**config.mk**
```make
export PLATFORM = sky130hd
export DESIGN_NAME = tilelink_a_arbiter
export DESIGN_NICKNAME = d
export VERILOG_FILES = /design/src/rtl/tilelink_pkg.sv /design/src/rtl/tilelink_rr_picker.sv /design/src/rtl/tilelink_a_arbiter.sv
export SDC_FILE = /design/constraint.sdc
export NUM_CORES = 1
export LEC_CHECK = 0
export BUFFER_PORTS_ARGS = -buffer_cell sky130_fd_sc_hd__buf_2
export CAP_MARGIN = 20
export CORE_AREA = 2 2 360 362
export DETAILED_ROUTE_END_ITERATION = 16
export DIE_AREA = 0 0 362 364
export HOLD_SLACK_MARGIN = 0.02
export PLACE_DENSITY = 0.3
export SYNTH_ARGS = -nofsm -noshare
export SYNTH_HDL_FRONTEND = slang
export SYNTH_SLANG_ARGS = --single-unit
```
**constraint.sdc**
```tcl
create_clock -name tilelink_clk_i -period 3.25 [get_ports tilelink_clk_i]
set_clock_uncertainty 0.2 [all_clocks]
set_input_delay 0.1625 -clock tilelink_clk_i [delete_from_list [all_inputs] [get_ports tilelink_clk_i]]
set_output_delay 0.1625 -clock tilelink_clk_i [all_outputs]
set_load 0.1 [all_outputs]
```
**src/rtl/tilelink_pkg.sv**
```systemverilog
// Shared TileLink A-channel definitions: opcodes, message struct and beat-count helper.
package tilelink_pkg;

    localparam int NREQ      = 4;
    localparam int BEAT_LOG2 = 4;

    localparam logic [2:0] PUT_FULL    = 3'd0;
    localparam logic [2:0] PUT_PARTIAL = 3'd1;
    localparam logic [2:0] ARITH       = 3'd2;
    localparam logic [2:0] LOGIC       = 3'd3;
    localparam logic [2:0] GET         = 3'd4;
    localparam logic [2:0] INTENT      = 3'd5;
    localparam logic [2:0] ACQ_BLOCK   = 3'd6;
    localparam logic [2:0] ACQ_PERM    = 3'd7;

    typedef enum logic [0:0] {
        ST_IDLE  = 1'b0,
        ST_BURST = 1'b1
    } arb_state_e;

    typedef struct packed {
        logic [2:0]   opcode;
        logic [2:0]   param;
        logic [2:0]   size;
        logic [27:0]  address;
        logic [15:0]  mask;
        logic [127:0] data;
        logic         corrupt;
    } tl_a_msg_t;

    // Only data-carrying opcodes wider than one beat span multiple beats.
    function automatic logic [3:0] tl_num_beats(input logic [2:0] opcode, input logic [2:0] size);
        logic [3:0] beats_s;
        if ((opcode <= LOGIC) && (size > 3'(BEAT_LOG2))) begin
            beats_s = 4'd1 << (size - 3'(BEAT_LOG2));
        end else begin
            beats_s = 4'd1;
        end
        return beats_s;
    endfunction

endpackage

```
**src/rtl/tilelink_rr_picker.sv**
```systemverilog
// 4-way rotating-priority picker: first valid requester at or after rr_ptr, wrapping.
module tilelink_rr_picker
    import tilelink_pkg::*;
(
    input  logic [3:0] req_valid,
    input  logic [1:0] rr_ptr,
    output logic [1:0] grant_idx,
    output logic       grant_valid
);

    // Scan from the farthest offset down so the nearest valid requester wins last.
    always_comb begin
        logic [1:0] idx_s;
        grant_idx   = rr_ptr;
        grant_valid = 1'b0;
        idx_s       = rr_ptr;
        for (int k = NREQ - 1; k >= 0; k--) begin
            idx_s = rr_ptr + 2'(k);
            if (req_valid[idx_s]) begin
                grant_idx   = idx_s;
                grant_valid = 1'b1;
            end else begin
                grant_idx   = grant_idx;
                grant_valid = grant_valid;
            end
        end
    end

endmodule

```
**src/rtl/tilelink_a_arbiter.sv**
```systemverilog
// Round-robin A-channel arbiter with burst lock and one registered output stage.
// Optional per-requester grant counters enabled by TILELINK_A_ARB_PERF_EN.
module tilelink_a_arbiter
    import tilelink_pkg::*;
(
    input  logic           tilelink_clk_i,
    input  logic           tilelink_reset_i,
    input  logic [11:0]    req_a_opcode_i,
    input  logic [11:0]    req_a_param_i,
    input  logic [11:0]    req_a_size_i,
    input  logic [111:0]   req_a_address_i,
    input  logic [63:0]    req_a_mask_i,
    input  logic [511:0]   req_a_data_i,
    input  logic [3:0]     req_a_corrupt_i,
    input  logic [3:0]     req_a_valid_i,
    output logic [3:0]     req_a_ready_o,
    output logic [2:0]     l2_a_opcode_o,
    output logic [2:0]     l2_a_param_o,
    output logic [2:0]     l2_a_size_o,
    output logic [27:0]    l2_a_address_o,
    output logic [15:0]    l2_a_mask_o,
    output logic [127:0]   l2_a_data_o,
    output logic           l2_a_corrupt_o,
    output logic [1:0]     l2_a_source_o,
    output logic           l2_a_valid_o,
    input  logic           l2_a_ready_i
`ifdef TILELINK_A_ARB_PERF_EN
    ,
    output logic [127:0]   arb_grant_count_o
`endif
);

    arb_state_e state_r, state_next_s;
    logic [1:0] rr_ptr_r, rr_ptr_next_s;
    logic [1:0] lock_r, lock_next_s;
    logic [2:0] beats_left_r, beats_left_next_s;
    logic [1:0] pick_idx_s;
    logic       pick_valid_s;
    logic [1:0] grant_s;
    logic       grant_valid_s;
    logic       load_en_s;
    logic       accept_s;
    tl_a_msg_t  req_msg_s [NREQ];
    tl_a_msg_t  grant_msg_s;
    logic [3:0] grant_beats_s;
    tl_a_msg_t  l2_msg_r;
    logic [1:0] l2_source_r;
    logic       l2_valid_r;

    tilelink_rr_picker u_picker (
        .req_valid   (req_a_valid_i),
        .rr_ptr      (rr_ptr_r),
        .grant_idx   (pick_idx_s),
        .grant_valid (pick_valid_s)
    );

    assign load_en_s = !l2_valid_r || l2_a_ready_i;

    // Unpack per-requester fields and select the granted message.
    always_comb begin
        for (int i = 0; i < NREQ; i++) begin
            req_msg_s[i].opcode  = req_a_opcode_i[i*3 +: 3];
            req_msg_s[i].param   = req_a_param_i[i*3 +: 3];
            req_msg_s[i].size    = req_a_size_i[i*3 +: 3];
            req_msg_s[i].address = req_a_address_i[i*28 +: 28];
            req_msg_s[i].mask    = req_a_mask_i[i*16 +: 16];
            req_msg_s[i].data    = req_a_data_i[i*128 +: 128];
            req_msg_s[i].corrupt = req_a_corrupt_i[i];
        end
        grant_msg_s   = req_msg_s[grant_s];
        grant_beats_s = tl_num_beats(grant_msg_s.opcode, grant_msg_s.size);
    end

    // FSM state register.
    always_ff @(posedge tilelink_clk_i) begin
        if (tilelink_reset_i) begin
            state_r      <= ST_IDLE;
            rr_ptr_r     <= 2'd0;
            lock_r       <= 2'd0;
            beats_left_r <= 3'd0;
        end else begin
            state_r      <= state_next_s;
            rr_ptr_r     <= rr_ptr_next_s;
            lock_r       <= lock_next_s;
            beats_left_r <= beats_left_next_s;
        end
    end

    // FSM next state: lock on a multi-beat first beat, release on its last beat.
    always_comb begin
        state_next_s      = state_r;
        rr_ptr_next_s     = rr_ptr_r;
        lock_next_s       = lock_r;
        beats_left_next_s = beats_left_r;
        case (state_r)
            ST_IDLE: begin
                if (accept_s) begin
                    if (grant_beats_s == 4'd1) begin
                        rr_ptr_next_s = grant_s + 2'd1;
                    end else begin
                        state_next_s      = ST_BURST;
                        lock_next_s       = grant_s;
                        beats_left_next_s = 3'(grant_beats_s - 4'd1);
                    end
                end else begin
                    state_next_s = ST_IDLE;
                end
            end
            ST_BURST: begin
                if (accept_s) begin
                    if (beats_left_r == 3'd1) begin
                        state_next_s      = ST_IDLE;
                        rr_ptr_next_s     = lock_r + 2'd1;
                        beats_left_next_s = 3'd0;
                    end else begin
                        beats_left_next_s = beats_left_r - 3'd1;
                    end
                end else begin
                    state_next_s = ST_BURST;
                end
            end
            default: begin
                state_next_s = ST_IDLE;
            end
        endcase
    end

    // FSM outputs: grant selection and the single ready for the granted requester.
    always_comb begin
        case (state_r)
            ST_IDLE: begin
                grant_s       = pick_idx_s;
                grant_valid_s = pick_valid_s;
            end
            ST_BURST: begin
                grant_s       = lock_r;
                grant_valid_s = req_a_valid_i[lock_r];
            end
            default: begin
                grant_s       = 2'd0;
                grant_valid_s = 1'b0;
            end
        endcase
        accept_s      = load_en_s && grant_valid_s;
        req_a_ready_o = 4'd0;
        if (accept_s) begin
            req_a_ready_o[grant_s] = 1'b1;
        end else begin
            req_a_ready_o = 4'd0;
        end
    end

    // Output pipeline register; holds while downstream stalls.
    always_ff @(posedge tilelink_clk_i) begin
        if (tilelink_reset_i) begin
            l2_valid_r  <= 1'b0;
            l2_source_r <= 2'd0;
            l2_msg_r    <= '0;
        end else if (load_en_s) begin
            l2_valid_r <= accept_s;
            if (accept_s) begin
                l2_msg_r    <= grant_msg_s;
                l2_source_r <= grant_s;
            end
        end
    end

    assign l2_a_opcode_o  = l2_msg_r.opcode;
    assign l2_a_param_o   = l2_msg_r.param;
    assign l2_a_size_o    = l2_msg_r.size;
    assign l2_a_address_o = l2_msg_r.address;
    assign l2_a_mask_o    = l2_msg_r.mask;
    assign l2_a_data_o    = l2_msg_r.data;
    assign l2_a_corrupt_o = l2_msg_r.corrupt;
    assign l2_a_source_o  = l2_source_r;
    assign l2_a_valid_o   = l2_valid_r;

`ifdef TILELINK_A_ARB_PERF_EN
    logic [31:0] grant_count_r [NREQ];

    // Saturating count of message first beats per requester.
    always_ff @(posedge tilelink_clk_i) begin
        if (tilelink_reset_i) begin
            for (int i = 0; i < NREQ; i++) begin
                grant_count_r[i] <= 32'd0;
            end
        end else if (accept_s && (state_r == ST_IDLE) && (grant_count_r[grant_s] != 32'hFFFF_FFFF)) begin
            grant_count_r[grant_s] <= grant_count_r[grant_s] + 32'd1;
        end
    end

    // Flatten counters onto the output port.
    always_comb begin
        for (int i = 0; i < NREQ; i++) begin
            arb_grant_count_o[i*32 +: 32] = grant_count_r[i];
        end
    end
`endif

endmodule

```
==> results.sh, run 1 <==
export IMPL_yosys_area_top_type_share_pct=31.2
export IMPL_synth_seq_cells=193
export IMPL_worstSetupPathType="flip-flop to flip-flop"
export IMPL_ctsLongestPathBuffers=2
export IMPL_ys_top_cells_by_count="nand2_1, nand3_1, dfxtp_1"
export IMPL_placedCellCount=4586
export IMPL_crit_buf_inv=3
export IMPL_final_cells=5387
export IMPL_worst_slew_pin_slew_ns=0.963
export IMPL_dpl_hpwl_um=71700
export IMPL_drt_total_wl_um=103000
export IMPL_cts_num_sinks=193
export IMPL_fin_crit_ns=3.12
export IMPL_hold_violations=0
export IMPL_io_pins=924
export IMPL_grt_pass1_vias=21163
export IMPL_cts_buffers=17
export IMPL_vias=20887
export IMPL_hold_path_class="primary input to flip-flop"
export IMPL_peakVddDrop_mv=0.498
export IMPL_die_x_um=362
export IMPL_drc=0
export IMPL_slowest_stage="dfxtp_2"
export IMPL_synthToLayoutAreaGrowth_pct=124
export IMPL_ys_flop_type="dfxtp_1"
export IMPL_arrival_ns=3.35
export IMPL_fmax_mhz=321
export IMPL_wl_per_cell_um=19.2
export IMPL_rows=132
export IMPL_end_kind="flip-flop"
export IMPL_seq_area_frac_synth_pct=31.2
export IMPL_cp_cell_sequence="nand2b_4 -> a21oi_2 -> o41ai_4 -> buf_4 -> inv_8 -> and3_4 -> o32a_1 -> o21a_1 -> inv_1 -> ha_2 -> o211ai_4 -> a21oi_2 -> mux2_4"
export IMPL_gp_congestion=0.779
export IMPL_h_tree_depth=4
export IMPL_synthCells=2112
export IMPL_critPathRequiredTime_ns=3.49
export IMPL_outcome="completed"
export IMPL_period_share_pct=95.9
export IMPL_synthTopCellsByArea="dfxtp_1, nand2_1, nand3_1"
export IMPL_ant_nets=0
export IMPL_drtIter0Drc=981
export IMPL_synth_edf_count=0
export IMPL_ys_types=48
export IMPL_grt_pass1_wl_um=142000
export IMPL_cpMostUsedCell="a21oi_2"
export IMPL_avgSynthCellArea_um2=5.86
export IMPL_ctsRootBufferMaster="clkbuf_16"
export IMPL_p_leak_nw=12.7
export IMPL_synth_top_area_cell="dfxtp_1"
export IMPL_grt_util_all_layers_pct=14.7
export IMPL_clkTransAtPathRegs_ns=0.09
export IMPL_yosysMostFrequentCell="nand2_1"
export IMPL_viasPerCell=3.88
export IMPL_synth_fp_nets=2855
export IMPL_cts_tree="done"
export IMPL_yosysWarnings=0
export IMPL_start_util_pct=9.65
export IMPL_path_max_fanout=11
export IMPL_dieArea_um2=132000
export IMPL_cpPeakStageDelay_ns=0.37
export IMPL_die_h_um=364
export IMPL_coreArea_um2=128000
export IMPL_fin_total_pwr_mw=24.9
export IMPL_io_buffers=923
export IMPL_p_per_area_nw_per_um2=899
export IMPL_drive_gt1_share_pct=28.9
export IMPL_layout_nets=4420
export IMPL_max_slew_margin_pct=35.8
export IMPL_rsz0062_at_grt="true"
export IMPL_overflow=0
export IMPL_dr_pass1_iters=6
export IMPL_drv_slew=0
export IMPL_setup_violations=0
export IMPL_grt_max_degree=180
export IMPL_antenna_found_initial=42
export IMPL_clk_latency_ns=0.54
export IMPL_cp_top_family="compound AO/OA/AOI/OAI gates"
export IMPL_synth_area_um2=12400
export IMPL_ys_async_sr_fraction_pct=0
export IMPL_startpoint_type="flip-flop"
export IMPL_cap_violations=0
[per-stage QoR]
step / TNS (ns) / area (um^2) / worst slack [ns] / hold WS, ns / util [%]
after floorplan: 0 / 12400 / 0.190 / 0.186 / -
after global placement: -0.0338 / 19300 / -0.0338 / 0.241 / 15.0
after detailed placement: -0.0315 / 19300 / -0.0277 / 0.243 / 15.0
after CTS: -0.0180 / 27500 / -0.0180 / 0.0394 / 21.4
after global routing: -0.0563 / 27700 / -0.0372 / 0.0301 / 21.6
final: 0 / 27700 / 0.135 / 0.108 / 21.6
[routing by layer]
layer	GRT usage, %	vias up	part of all wire (%)
li1	-	10173	-
met5	0	-	0.062
met1	16.2	9858	40
met3	3.75	136	5.4
met2	26.2	710	51
met4	6.69	10	3.6
[worst reg2reg max path, delay by kind of cell (launching register included)]
kind	cells	cell delay, ns
AO/OA/AOI/OAI	6	1.22
flip-flops	1	0.37
adder cells (fa/ha/maj)	1	0.20
buffers and inverters	3	0.34
multiplexers	1	0.31
AND/OR/NAND/NOR	2	0.34
[placed cells by master (no fill, tap or decap), types with 2 or more instances in the layout]
master,netlist,routed
inv_6,0,4
nor2_1,9,9
o21a_1,2,2
nor2b_1,9,8
nand2b_4,0,2
inv_1,6,5
dfxtp_1,193,192
a21oi_2,1,2
o21ai_0,3,3
buf_12,0,24
mux2i_1,4,4
and3_4,0,2
buf_6,0,4
ha_1,8,7
clkbuf_8,0,2
nor3_1,2,2
nor3b_2,2,2
buf_16,0,6
and2_1,4,4
bufbuf_16,0,6
nand2b_1,8,6
nand2_1,904,904
clkinv_4,0,2
a211oi_1,2,2
inv_8,0,4
o21ai_1,3,2
nand3_1,541,541
buf_4,0,47
a311oi_1,3,2
clkinv_8,0,7
nor4_1,3,2
a31oi_1,3,3
a21oi_1,189,188
diode_2,0,22
clkbuf_16,0,20
buf_2,2,918
dlygate4sd3_1,0,724
o211ai_1,2,2
[sequential cells by signal, indices dropped and copies added (netlist names), 2 cells and up]
| signal | count |
|---|---|
| rr_ptr_r | 2 |
| l2_a_data_o | 128 |
| l2_a_mask_o | 16 |
| lock_r | 2 |
| l2_a_opcode_o | 3 |
| l2_a_param_o | 3 |
| l2_a_address_o | 28 |
| beats_left_r | 3 |
| l2_a_size_o | 3 |
| l2_a_source_o | 2 |
[worst paths after layout]
check / from / end / slack (ns) / cells after the start
worst min-delay path: req_a_size_i[7] / lock_r[0] / 0.11 / 5
worst max register to register: rr_ptr_r[0] / rr_ptr_r[0] / 0.13 / 13
worst min register to register: l2_a_data_o[111] / l2_a_data_o[111] / 0.25 / 2
worst max-delay path: rr_ptr_r[0] / rr_ptr_r[0] / 0.13 / 13
[final cells by class]
class	instances	area, um^2
sequential	193	3860
clock inverter	15	189
clock buffer	17	425
multi-input combinational	1723	7860
timing repair buffer	1734	13200
inverter	8	45.0
tap	1675	2100
antenna	22	55.1
fill	14716	101000
[cells by family (layout without fill, tap and decap cells)]
logic type | Yosys count | in the layout | share of synthesized area, %
other | 0 | 22 | 0
adders and majority gates | 8 | 8 | 0.809
AOI/OAI and AO/OA | 222 | 222 | 10.1
and+or+nand+nor | 1487 | 1487 | 51.3
buffers and inverters | 196 | 1774 | 5.97
DFF | 193 | 193 | 31.2
muxes | 6 | 6 | 0.596
[power by group]
group          switching [mW]  internal, mW  leakage [nW]
combinational            13.6          5.02          10.8
sequential              0.510          3.36          1.60
clock                    1.38          1.05         0.296
[timing repair]
action                     4_1_cts  5_1_grt
hold endpoints to repair       187        0
hold buffers                   725        0
setup endpoints to repair        6       98
cloned                           6        3
pin swaps                        4        7
buffers inserted                 8        5
resized for setup               14       15
No activity file was read; power rests on OpenSTA's default activity.
==> run 2, diff against run 1 <==
==> constraint.sdc (replaced) <==
create_clock -name tilelink_clk_i -period 3.25 [get_ports tilelink_clk_i]
set_clock_uncertainty 0.2 [all_clocks]
set_input_delay 0.325 -clock tilelink_clk_i [delete_from_list [all_inputs] [get_ports tilelink_clk_i]]
set_output_delay 0.325 -clock tilelink_clk_i [all_outputs]
set_load 0.1 [all_outputs]
==> results.sh, run 2 (same netlist as run 1, synthesis figures left out) <==
export IMPL_outcome="completed"
export IMPL_rows=132
export IMPL_period_share_pct=95.3
export IMPL_synthToLayoutAreaGrowth_pct=118
export IMPL_path_max_fanout=4
export IMPL_placedCellCount=4598
export IMPL_p_int_mw=9.83
export IMPL_ant_nets=0
export IMPL_p_per_area_nw_per_um2=935
export IMPL_antenna_found_initial=52
export IMPL_swShare_pct=61.0
export IMPL_vias=20447
export IMPL_combPwrFrac_pct=75.0
export IMPL_critPathRequiredTime_ns=3.51
export IMPL_fin_crit_ns=3.10
export IMPL_arrival_ns=3.35
export IMPL_ctsLongestPathBuffers=2
export IMPL_hold_violations=0
export IMPL_p_leak_nw=12.3
export IMPL_grt_pass1_vias=20656
export IMPL_wl_per_cell_um=19.1
export IMPL_setup_violations=0
export IMPL_cts_buffers=17
export IMPL_drt_total_wl_um=101000
export IMPL_hold_path_class="primary input to flip-flop"
export IMPL_grt_util_all_layers_pct=14.2
export IMPL_max_slew_margin_pct=54.6
export IMPL_pwr_share_seq_pct=15.4
export IMPL_mostFrequentLayoutCells="buf_2, nand2_1, dlygate4sd3_1"
export IMPL_worst_slew_pin_slew_ns=0.686
export IMPL_final_common_cell="buf_2"
export IMPL_die_h_um=364
export IMPL_h_tree_depth=4
export IMPL_die_x_um=362
export IMPL_coreArea_um2=128000
export IMPL_cap_violations=0
export IMPL_start_util_pct=9.65
export IMPL_seq_area_um2=3870
export IMPL_final_setup_worst_slack_ns=0.154
export IMPL_largest_register_ff_count=128
export IMPL_dr_pass1_iters=5
export IMPL_final_cells=5322
export IMPL_startpoint_type="flip-flop"
export IMPL_worstSetupPathType="flip-flop to flip-flop"
export IMPL_drv_slew=0
export IMPL_drc=0
export IMPL_clk_latency_ns=0.54
export IMPL_final_area_um2=27000
export IMPL_ctsRootBufferMaster="clkbuf_16"
export IMPL_viasPerCell=3.84
export IMPL_hold_slack_ns=0.0770
export IMPL_multiInputGateArea_um2=7830
export IMPL_peakVddDrop_mv=0.506
export IMPL_grt_pass1_wl_um=138000
export IMPL_io_buffers=923
export IMPL_dpl_hpwl_um=72000
export IMPL_io_pins=924
export IMPL_clkTransAtPathRegs_ns=0.09
export IMPL_dieArea_um2=132000
export IMPL_gp_congestion=0.779
export IMPL_fmax_mhz=323
export IMPL_place_area_um2=19300
export IMPL_cts_num_sinks=193
export IMPL_layout_nets=4358
export IMPL_power_share_clock_pct=9.6
export IMPL_n_fill_cell=14871
export IMPL_drtIter0Drc=837
export IMPL_place_ws_ns=-0.105
export IMPL_overflow=0
export IMPL_drive_gt1_share_pct=29.3
export IMPL_rsz0062_at_grt="false"
export IMPL_cts_tree="done"
export IMPL_end_kind="flip-flop"
export IMPL_power_switching_mw=15.4
export IMPL_grt_max_degree=161
run 2: cell count changes in the layout (fill, tap and decap cells not counted), moves of 2 or more:
cell / change
diode_2: -3
clkbuf_16: +2
o21ai_1: +2
buf_4: +5
clkinv_8: -6
bufbuf_16: -3
clkinv_4: +2
dlygate4sd3_1: -64
run 2: final cells by class:
type	instances	area share, %
multi-input cells	1723	29.0
inverters	8	0.167
clock inverters	15	0.608
well taps	1675	7.77
repair buffers	1672	46.3
flip-flops and latches	193	14.3
clock buffers	17	1.58
diodes	19	0.176
run 2: timing repair:
| action | CTS | global route |
|---|---|---|
| endpoints found under the setup margin | 5 | 116 |
| setup buffers | 4 | 0 |
| hold buffers | 660 | 0 |
| pin swaps | 3 | 6 |
| resized for setup | 17 | 10 |
| hold endpoints to repair | 181 | 0 |
| gates cloned | 3 | 6 |
run 2: metal layers:
metal | vias up | track usage, % | wire [um]
met4 | 22 | 4.22 | 2110
met2 | 621 | 26.1 | 52800
met1 | 9622 | 15.5 | 40100
li1 | 10050 | - | -
met3 | 132 | 4.24 | 6230
met5 | - | 0 | 161
run 2: worst max-delay path, stage by stage (launching register included):
cell      delay (ns)
dfxtp_2         0.36
nor2b_1         0.06
o21a_1          0.22
buf_4           0.14
or4b_1          0.46
a41oi_1         0.23
buf_4           0.15
o311a_1         0.18
o21a_1          0.14
inv_1           0.07
ha_4            0.17
o211ai_4        0.08
buf_4           0.14
buf_4           0.10
a21oi_1         0.05
a311oi_1        0.24
run 2: path summary, 6_finish.rpt:
check / depth (start not counted) / slack [ns] / from / endpoint
min reg2reg: 2 / 0.25 / l2_a_data_o[43] / l2_a_data_o[43]
max reg2reg: 15 / 0.15 / rr_ptr_r[0] / beats_left_r[0]
max: 15 / 0.15 / rr_ptr_r[0] / beats_left_r[0]
min: 5 / 0.08 / req_a_address_i[79] / l2_a_address_o[23]
run 2: stage by stage:
stage | total power, mW | utilization [%] | TNS [ns]
floorplan | 15.7 | - | 0
global placement | 20.4 | 15.1 | -0.503
detailed placement | 20.4 | 15.1 | -0.286
CTS | 25.3 | 20.8 | 0
global route | 26.8 | 21.0 | 0
finish | 25.2 | 21.0 | 0
run 2: power by group through the flow:
stage | Clock (mW) | Sequential, mW | Combinational (mW)
after floorplan | 0 | 10.9 | 4.81
after global routing | 2.66 | 4.00 | 20.1
after global placement | 0 | 3.90 | 16.5
final | 2.43 | 3.87 | 18.9
after CTS | 2.63 | 3.88 | 18.8
after detailed placement | 0 | 3.93 | 16.4
==> run 3, diff against run 2 <==
--- a/config.mk
+++ b/config.mk
@@ -10,7 +10,7 @@
 export CORE_AREA = 2 2 360 362
 export DETAILED_ROUTE_END_ITERATION = 16
 export DIE_AREA = 0 0 362 364
-export HOLD_SLACK_MARGIN = 0.02
+export HOLD_SLACK_MARGIN = 0.05
 export PLACE_DENSITY = 0.3
 export SYNTH_ARGS = -nofsm -noshare
 export SYNTH_HDL_FRONTEND = slang
==> constraint.sdc (replaced) <==
create_clock -name tilelink_clk_i -period 3.25 [get_ports tilelink_clk_i]
set_clock_uncertainty 0.2 [all_clocks]
set_input_delay 0.325 -clock tilelink_clk_i [delete_from_list [all_inputs] [get_ports tilelink_clk_i]]
set_output_delay 0.325 -clock tilelink_clk_i [all_outputs]
set_load 0.05 [all_outputs]
==> results.sh, run 3 (same netlist as run 1, synthesis figures left out) <==
export IMPL_wl_met3_um=6120
export IMPL_mostFrequentLayoutCells="buf_2, nand2_1, dlygate4sd3_1"
export IMPL_power_switching_mw=11.5
export IMPL_met2WireLength_um=51900
export IMPL_outcome="completed"
export IMPL_r2r_end="l2_a_data_o[63]"
export IMPL_hold_violations=0
export IMPL_ctsRootBufferMaster="clkbuf_16"
export IMPL_start_util_pct=9.65
export IMPL_critPathRequiredTime_ns=2.72
export IMPL_worstSetupPathType="flip-flop to output port"
export IMPL_endpoint="req_a_ready_o[3]"
export IMPL_r2r_cells=13
export IMPL_io_pins=924
export IMPL_dr_pass1_iters=5
export IMPL_r2r_start="rr_ptr_r[0]"
export IMPL_placedCellCount=4607
export IMPL_ctsLongestPathBuffers=2
export IMPL_largest_register_ff_count=128
export IMPL_h_tree_depth=4
export IMPL_grt_pass1_vias=20777
export IMPL_drc=0
export IMPL_worst_slew_pin_slew_ns=0.921
export IMPL_power_share_clock_pct=11.7
export IMPL_cpPeakStageDelay_ns=0.50
export IMPL_startpoint_type="flip-flop"
export IMPL_period_share_pct=94.4
export IMPL_coreArea_um2=128000
export IMPL_crit_path_start="lock_r[0]"
export IMPL_cap_violations=0
export IMPL_grt_max_degree=141
export IMPL_clk_latency_ns=0.54
export IMPL_final_common_cell="buf_2"
export IMPL_rsz0062_at_grt="true"
export IMPL_layout_nets=4389
export IMPL_grt_pass1_wl_um=138000
export IMPL_drtIter0Drc=993
export IMPL_p_int_mw=9.18
export IMPL_cts_buffers=17
export IMPL_p_leak_nw=12.6
export IMPL_dieArea_um2=132000
export IMPL_n_fill_cell=14666
export IMPL_cp_cell_sequence="buf_4 -> mux4_2 -> o21ai_2 -> buf_4 -> nor2b_4 -> buf_12 -> and2_1 -> buf_12 -> clkbuf_4"
export IMPL_hold_path_class="primary input to flip-flop"
export IMPL_die_h_um=364
export IMPL_path_max_fanout=4
export IMPL_fmax_mhz=326
export IMPL_cts_tree="done"
export IMPL_wl_per_cell_um=18.5
export IMPL_end_kind="output port"
export IMPL_combPwrFrac_pct=69.6
export IMPL_slowest_stage="mux4_2"
export IMPL_ant_nets=0
export IMPL_synthToLayoutAreaGrowth_pct=120
export IMPL_pwr_share_seq_pct=18.7
export IMPL_swShare_pct=55.6
export IMPL_rows=132
export IMPL_final_cells=5350
export IMPL_clkTransAtPathRegs_ns=0.10
export IMPL_cp_depth=9
export IMPL_drive_gt1_share_pct=29.3
export IMPL_vias=20580
export IMPL_die_x_um=362
export IMPL_setup_violations=0
export IMPL_grt_util_all_layers_pct=14.2
export IMPL_antenna_found_initial=37
export IMPL_finalSetupTns_ns=0
export IMPL_drv_slew=0
export IMPL_cts_num_sinks=193
export IMPL_max_slew_margin_pct=38.6
export IMPL_viasPerCell=3.85
export IMPL_crit_buf_inv=5
export IMPL_peakVddDrop_mv=0.538
export IMPL_cp_top_family="buffers and inverters"
export IMPL_p_per_area_nw_per_um2=761
export IMPL_top_layer="met5"
export IMPL_io_buffers=923
export IMPL_fin_crit_ns=3.07
export IMPL_arrival_ns=2.54
export IMPL_dpl_hpwl_um=71900
export IMPL_m1WireLength_um=39200
export IMPL_drt_total_wl_um=99100
export IMPL_gp_congestion=0.789
export IMPL_overflow=0
export IMPL_regToRegSetupSlack_ns=0.21
-- run 3: cell count changes in the layout (fill, tap and decap cells not counted), moves of 3 or more --
cell           previous run  this run
buf_12                   23        19
buf_4                    52        64
clkbuf_16                22        19
clkinv_4                  4         1
clkinv_8                  1         4
diode_2                  19        16
dlygate4sd3_1           660       684
-- run 3: worst reg2reg max path, cell delays in order, from the launching register on --
cell and delay (ns):
dfxtp_2 0.35, nand2b_4 0.13, a21oi_2 0.07, o41ai_4 0.36, buf_4 0.22, buf_4 0.14
buf_8 0.16, buf_16 0.13, buf_6 0.19, nand2_1 0.08, nand3_1 0.07, dlygate4sd3_1 0.54
nand3_1 0.20, a21oi_1 0.17
-- run 3: metal layers --
| layer | vias up | GRT usage [%] |
|---|---|---|
| met5 | - | 0 |
| met1 | 9689 | 15.6 |
| met2 | 663 | 26.6 |
| met4 | 16 | 3.59 |
| met3 | 99 | 4.07 |
| li1 | 10113 | - |
-- run 3: layout make-up --
class,instances,area (um^2),share of cell area (%)
antenna,16,40.0,0.147
timing repair buffer,1703,12700,46.7
sequential,193,3870,14.2
clock buffer,17,425,1.57
multi-input combinational,1723,7850,28.9
clock inverter,15,178,0.654
tap,1675,2100,7.71
inverter,8,45.0,0.166
-- run 3: through the flow --
| step | utilization [%] | power, mW | area [um^2] | hold WS, ns | setup slack [ns] |
|---|---|---|---|---|---|
| 5_1_grt | 21.2 | 22.2 | 27200 | 0.0724 | -0.00418 |
| 3_3_place_gp | 15.0 | 16.7 | 19300 | 0.240 | -0.121 |
| 6_report | 21.2 | 20.7 | 27200 | 0.0830 | 0.183 |
| 3_5_place_dp | 15.0 | 16.6 | 19300 | 0.243 | -0.0986 |
| 2_1_floorplan | - | 12.0 | 12400 | 0.293 | 0.189 |
| 4_1_cts | 21.1 | 21.0 | 27000 | 0.0500 | 0.00449 |
-- run 3: worst min-delay path by stage --
stage | startpoint | to | slack [ns] | cells after the start
after global placement | l2_a_address_o[11] | l2_a_address_o[11] | 0.24 | 2
after floorplan | beats_left_r[1] | beats_left_r[1] | 0.29 | 2
after detailed placement | l2_a_data_o[55] | l2_a_data_o[55] | 0.24 | 2
final | req_a_data_i[480] | l2_a_data_o[96] | 0.08 | 5
after global routing | req_a_data_i[226] | l2_a_data_o[98] | 0.07 | 5
after CTS | req_a_data_i[447] | l2_a_data_o[63] | 0.05 | 5
-- run 3: power groups by stage --
| stage | clock, mW | sequential, mW | combinational [mW] |
|---|---|---|---|
| global route | 2.67 | 4.00 | 15.6 |
| floorplan | 0 | 7.29 | 4.74 |
| finish | 2.43 | 3.87 | 14.4 |
| global placement | 0 | 3.90 | 12.8 |
| CTS | 2.62 | 3.88 | 14.5 |
| detailed placement | 0 | 3.93 | 12.7 |
-- run 3: timing repair --
item,in CTS,in global routing
setup buffers,4,0
cloned,5,2
hold endpoints to repair,179,0
pin swaps,3,5
setup endpoints to repair,4,69
resized for setup,17,18
hold buffers,684,0
